[config.mk]
export PLATFORM = sky130hd
export DESIGN_NAME = spi_host
export DESIGN_NICKNAME = d
export VERILOG_FILES = /design/src/rtl/spi_host.sv
export SDC_FILE = /design/constraint.sdc
export NUM_CORES = 1
export LEC_CHECK = 0
export ABC_AREA = 1
export BUFFER_PORTS_ARGS = -buffer_cell sky130_fd_sc_hd__buf_2
export CAP_MARGIN = 40
export CORE_UTILIZATION = 63
export DETAILED_ROUTE_END_ITERATION = 8
export MAX_ROUTING_LAYER = met4
export PLACE_DENSITY_LB_ADDON = 0.25
export REMOVE_ABC_BUFFERS = 1
export SKIP_CTS_REPAIR_TIMING = 1
export SYNTH_ARGS = -nofsm -noshare
export SYNTH_HDL_FRONTEND = slang
export SYNTH_SLANG_ARGS = --single-unit
[constraint.sdc]
create_clock -name clk_i -period 3.8 [get_ports clk_i]
set_clock_uncertainty 0.1 [all_clocks]
set_input_delay 0.76 -clock clk_i [delete_from_list [all_inputs] [get_ports clk_i]]
set_output_delay 0.76 -clock clk_i [all_outputs]
set_load 0.05 [all_outputs]
[src/rtl/spi_host.sv]
// Mode-0 SPI host: one command byte with dc low, then N data bytes with dc high.
// MISO bytes from the data phase come back on a valid-only stream.
module spi_host #(
    parameter int CLK_DIV   = 3,
    parameter int SETUP_CYC = 4,
    parameter int GAP_CYC   = 4
) (
    input  logic       clk_i,
    input  logic       rst_n_i,
    input  logic       cmd_vld_i,
    output logic       cmd_rdy_o,
    input  logic [7:0] cmd_byte_i,
    input  logic [7:0] data_len_i,
    input  logic       tx_vld_i,
    output logic       tx_rdy_o,
    input  logic [7:0] tx_data_i,
    output logic       rx_vld_o,
    output logic [7:0] rx_data_o,
    output logic       done_o,
    output logic       spi_sclk_o,
    output logic       spi_mosi_o,
    output logic       spi_cs_n_o,
    output logic       dc_o,
    input  logic       spi_miso_i
);

    localparam int CW = 16;
    localparam logic [CW-1:0] DIV_M1   = CW'(CLK_DIV - 1);
    localparam logic [CW-1:0] SETUP_M1 = CW'(SETUP_CYC - 1);
    localparam logic [CW-1:0] GAP_M1   = CW'(GAP_CYC - 1);

    typedef enum logic [2:0] {
        S_IDLE,
        S_CS_SETUP,
        S_SHIFT,
        S_GAP,
        S_DATA_WAIT,
        S_CS_HOLD
    } state_t;

    state_t        r_state;
    logic [CW-1:0] r_cnt;
    logic [2:0]    r_bit;
    logic          r_cmd_phase;
    logic [7:0]    r_left;
    logic [7:0]    r_tx_sh;
    logic [7:0]    r_rx_sh;
    logic          r_sclk;
    logic          r_mosi;
    logic          r_cs_n;
    logic          r_dc;
    logic          r_rx_vld;
    logic [7:0]    r_rx_data;
    logic          r_done;
    logic          r_cmd_rdy;
    logic          r_tx_rdy;
    logic          w_last;

    // r_left still holds the full count while the command byte is shifting
    assign w_last = r_cmd_phase ? (r_left == 8'd0) : (r_left == 8'd1);

    always_ff @(posedge clk_i) begin
        if (!rst_n_i) begin
            r_state     <= S_IDLE;
            r_cnt       <= '0;
            r_bit       <= '0;
            r_cmd_phase <= 1'b0;
            r_left      <= '0;
            r_tx_sh     <= '0;
            r_rx_sh     <= '0;
            r_sclk      <= 1'b0;
            r_mosi      <= 1'b0;
            r_cs_n      <= 1'b1;
            r_dc        <= 1'b0;
            r_rx_vld    <= 1'b0;
            r_rx_data   <= '0;
            r_done      <= 1'b0;
            r_cmd_rdy   <= 1'b1;
            r_tx_rdy    <= 1'b0;
        end else begin
            r_rx_vld <= 1'b0;
            r_done   <= 1'b0;
            unique case (r_state)
                S_IDLE: begin
                    if (cmd_vld_i) begin
                        r_state     <= S_CS_SETUP;
                        r_cmd_rdy   <= 1'b0;
                        r_cs_n      <= 1'b0;
                        r_dc        <= 1'b0;
                        r_cnt       <= SETUP_M1;
                        r_tx_sh     <= cmd_byte_i;
                        r_left      <= data_len_i;
                        r_cmd_phase <= 1'b1;
                    end
                end
                S_CS_SETUP: begin
                    if (r_cnt == '0) begin
                        r_state <= S_SHIFT;
                        r_cnt   <= DIV_M1;
                        r_bit   <= '0;
                        r_mosi  <= r_tx_sh[7];
                    end else begin
                        r_cnt <= r_cnt - CW'(1);
                    end
                end
                S_SHIFT: begin
                    if (r_cnt != '0) begin
                        r_cnt <= r_cnt - CW'(1);
                    end else if (!r_sclk) begin
                        r_sclk  <= 1'b1;
                        r_cnt   <= DIV_M1;
                        r_rx_sh <= {r_rx_sh[6:0], spi_miso_i};
                    end else begin
                        r_sclk <= 1'b0;
                        if (r_bit != 3'd7) begin
                            r_bit   <= r_bit + 3'd1;
                            r_tx_sh <= {r_tx_sh[6:0], 1'b0};
                            r_mosi  <= r_tx_sh[6];
                            r_cnt   <= DIV_M1;
                        end else begin
                            r_cmd_phase <= 1'b0;
                            if (!r_cmd_phase) begin
                                r_rx_vld  <= 1'b1;
                                r_rx_data <= r_rx_sh;
                                r_left    <= r_left - 8'd1;
                            end
                            if (w_last) begin
                                r_state <= S_CS_HOLD;
                                r_cnt   <= SETUP_M1;
                            end else begin
                                r_state <= S_GAP;
                                r_cnt   <= GAP_M1;
                                r_dc    <= 1'b1;
                            end
                        end
                    end
                end
                S_GAP: begin
                    if (r_cnt == '0) begin
                        r_state  <= S_DATA_WAIT;
                        r_tx_rdy <= 1'b1;
                    end else begin
                        r_cnt <= r_cnt - CW'(1);
                    end
                end
                S_DATA_WAIT: begin
                    if (tx_vld_i) begin
                        r_state  <= S_SHIFT;
                        r_tx_rdy <= 1'b0;
                        r_tx_sh  <= tx_data_i;
                        r_mosi   <= tx_data_i[7];
                        r_cnt    <= DIV_M1;
                        r_bit    <= '0;
                    end
                end
                S_CS_HOLD: begin
                    if (r_cnt == '0) begin
                        r_state   <= S_IDLE;
                        r_cs_n    <= 1'b1;
                        r_dc      <= 1'b0;
                        r_mosi    <= 1'b0;
                        r_done    <= 1'b1;
                        r_cmd_rdy <= 1'b1;
                    end else begin
                        r_cnt <= r_cnt - CW'(1);
                    end
                end
                default: begin
                    r_state   <= S_IDLE;
                    r_cs_n    <= 1'b1;
                    r_sclk    <= 1'b0;
                    r_cmd_rdy <= 1'b1;
                    r_tx_rdy  <= 1'b0;
                end
            endcase
        end
    end

    assign cmd_rdy_o  = r_cmd_rdy;
    assign tx_rdy_o   = r_tx_rdy;
    assign rx_vld_o   = r_rx_vld;
    assign rx_data_o  = r_rx_data;
    assign done_o     = r_done;
    assign spi_sclk_o = r_sclk;
    assign spi_mosi_o = r_mosi;
    assign spi_cs_n_o = r_cs_n;
    assign dc_o       = r_dc;

endmodule

==> impl_results.md <==
* R2R Setup Slk at 1.28 ns
* Share of the synthesized area in the top cell type at 34.24%
* Die H at around 78 µm
* Via density at about 5.3
* Worst Hold Class: flip-flop to flip-flop
* Sequential power share at 27.2%
* Reg2reg end: r_left[7]
* Relative slew slack at roughly two thirds
* Post-route ant nets at 0
* Clk sink count at slightly above 60
* Sw power at 1.950 mW
* Worst-Margin Slew at around 0.52 ns
* HPWL after DPL at 5.800 mm
* Worst reg2reg path startpoint: r_state[0]
* Worst Min Path Start: dc_o
* Hold EP: dc_o
* Hold depth at 2
* CTS tree: yes
* Top-count cell post-synth: nand2_1
* Max-Cap Viols at 0
* Final setup vio count at 0
* Min cycle time layout at 2.523 ns
* FF-to-FF path depth at 9
* Synthesized area at around 3600 µm²
* Worst setup EP type: flip-flop
* Area contributors post-synth: dfxtp_1, nand2_1, nor2_1
* Drt wl/cell at 11.46 µm
* Number of synthesized flops with an enable pin at 0
* DRT iter0 DRCs at around 230
* Startpoint type of the worst setup path: flip-flop
* Commonest cells in the netlist: nand2_1, nor2_1, inv_1
* Critical path type: flip-flop to flip-flop
* # IOs at 45
* Req. time, crit path at 3.93 ns
* Share of cells above drive strength 1 at between 10% and 20%
* Nets at approximately 650
* Setup_tns at 0 ns
* Worst-skew pair later-pin latency at roughly 0.34 ns
* Pwr dens at ~930 nW/µm²
* First-pass GRT wire length at ~14 mm
* Mapped Cells at between 500 and 600
* Drt total wl at 7.930 mm
* CTS buffer count at 9
* Vias in the first global route at 3211
* P_leak at approximately 2.1 nW
* Clock power frac at between 10 and 15%
* Initial Utilization at 65.42%
* Detailed Routing Iterations Pass 1 at 7
* Initial antenna violation count at 0
* Die area at 6061 µm²
* N_diodes at 0
* RSZ-0062 raised after global routing: no
* Synthesis Warnings at 0
* Post-synth top area cell: dfxtp_1
* Total number of vias at approximately 3700
* H-tree Lvls at 3
* Clk slew on worst S/H paths at roughly 0.080 ns
* Sequential share of the synthesized area at between 30% and 40%
* Most used DFF post-synth: dfxtp_1
* Post-synth ARST share at 0%
* Crit path DAT at 2.66 ns
* Max-slew violation count at 0
* Number of distinct library cells after synthesis at 33
* Routability Congestion at ~0.95
* Fmax at between 300 and 400 MHz
* Internal Power at ~1.8 mW
* GRT overflow at 0
* GR Util All Layers at between 20% and 30%
* Worst VDD drop at ~0.55 mV
* DIE WIDTH at just under 80 µm
* Port bufs at between 40 and 50
* Yosys reg bits at between 60 and 70
* Area Overhead vs Synth at 11.05%
* Power, Total at 3.756 mW
* CORE AREA at between 5000 and 6000 µm²
* CTS root buffer: clkbuf_8
* Num rows at 27
* CTS Buffer Depth at 2
* Status: complete, no violations
* Final Hold Viols at 0
* Sw frac at 51.92%
* Mean post-synth cell area at 6.304 µm²
* Pin count of the biggest net entering global routing at 29
* Combinational fraction of design power at about three fifths
* Final std cells w/o fill at 692
* Remaining DRCs at 0
* Post-route clock period utilization at between 60% and 70%
* Finished Core Util at between 70 and 80%
* Max Fanout on Critical Path at 28
* Placed insts at 676
## cells by family after synthesis
kind of cell,after synthesis,synth area share [%]
and+or+nand+nor,318,39.66
buffers and inverters,103,11.91
AOI/OAI and AO/OA,86,12.22
DFF,62,34.24
adders and majority gates,5,1.726
xor gates and xnor gates,1,0.2417
## layout make-up
| cell class | instances | area [µm²] |
|---|---|---|
| multi-input cells | 410 | 1952 |
| fillers | 483 | 1515 |
| flip-flops and latches | 62 | 1241 |
| inverters | 87 | 334.1 |
| repair buffers | 45 | 227.7 |
| clock buffers | 9 | 123.9 |
| well taps | 72 | 90.09 |
| clock inverters | 7 | 56.30 |
## flip-flops by register name, indices dropped and copies added, names as in the netlist
| signal | cells |
|---|---|
| spi_sclk_o | 1 |
| done_o | 1 |
| spi_mosi_o | 1 |
| r_rx_sh | 8 |
| rx_vld_o | 1 |
| rx_data_o | 8 |
| r_cnt | 16 |
| r_state | 3 |
| dc_o | 1 |
| r_cmd_phase | 1 |
| r_bit | 3 |
| r_left | 8 |
| tx_rdy_o | 1 |
| cmd_rdy_o | 1 |
| r_tx_sh | 8 |
## cells in the final DEF, fill, tap and decap left out
master,synthesis,final
inv_2,6,6
dfxtp_1,62,62
nor3_4,1,1
nand2_1,143,143
nand2_4,4,4
nor2_4,3,3
clkinv_4,0,2
inv_1,80,80
nand4_1,16,16
clkinv_2,0,1
nor4_1,1,1
o21a_1,1,1
nand3_4,1,1
nor3_1,5,5
inv_8,1,1
buf_4,2,1
inv_6,0,3
nor2_2,2,2
nand4_2,2,2
xnor2_1,1,1
a21oi_1,33,33
nor2_8,2,2
o21bai_1,3,3
nand2_2,4,4
o211ai_1,1,1
nand3_1,28,28
nand2_8,1,1
o21ai_0,46,46
nor2_1,105,105
clkbuf_8,0,9
ha_1,5,5
clkinvlp_4,0,1
o21ai_1,2,2
buf_2,3,44
## worst max-delay path, stage by stage, from the launching register on
cell and delay [ns]:
dfxtp_1 0.60, nor2_4 0.09, nand2_2 0.41, inv_2 0.22, nand2_1 0.19, nand2_1 0.07
nand3_1 0.31, inv_1 0.16, o21ai_0 0.19, nor2_1 0.07
## routing by layer
metal	global-route usage, %	vias up	part of all wire, %
met5	-	-	0
met4	13.58	0	1.8
met3	4.588	19	5.3
met2	48.32	114	47
met1	34.35	1631	46
li1	-	1893	-
## how the worst max path moves through the flow
stage                          start        end  depth (start not counted)
after global placement    r_state[0]  r_left[7]                          9
final                     r_state[0]  r_left[7]                          9
after global routing      r_state[0]  r_left[7]                          9
after floorplan           r_state[0]  r_left[7]                          9
after detailed placement  r_state[0]  r_left[7]                          9
after CTS                 r_state[0]  r_left[7]                          9
## power by group through the flow
stage	sequential [mW]	combinational, mW	clock, mW
after floorplan	1.05	1.72	0
after detailed placement	1.03	2.19	0
after global placement	1.02	2.14	0
after global routing	1.05	2.53	0.570
final	1.02	2.21	0.530
after CTS	1.02	2.20	0.542
## through the flow
step | setup slack (ns) | hold slack (ns) | cell area [µm²]
global placement | 1.440 | 0.3367 | 3845
floorplan | 1.803 | 0.3246 | 3527
finish | 1.277 | 0.3677 | 4025
detailed placement | 1.350 | 0.3540 | 3845
global route | 1.067 | 0.3827 | 4025
CTS | 1.311 | 0.3653 | 4025
(Power assumes the default switching activity.)
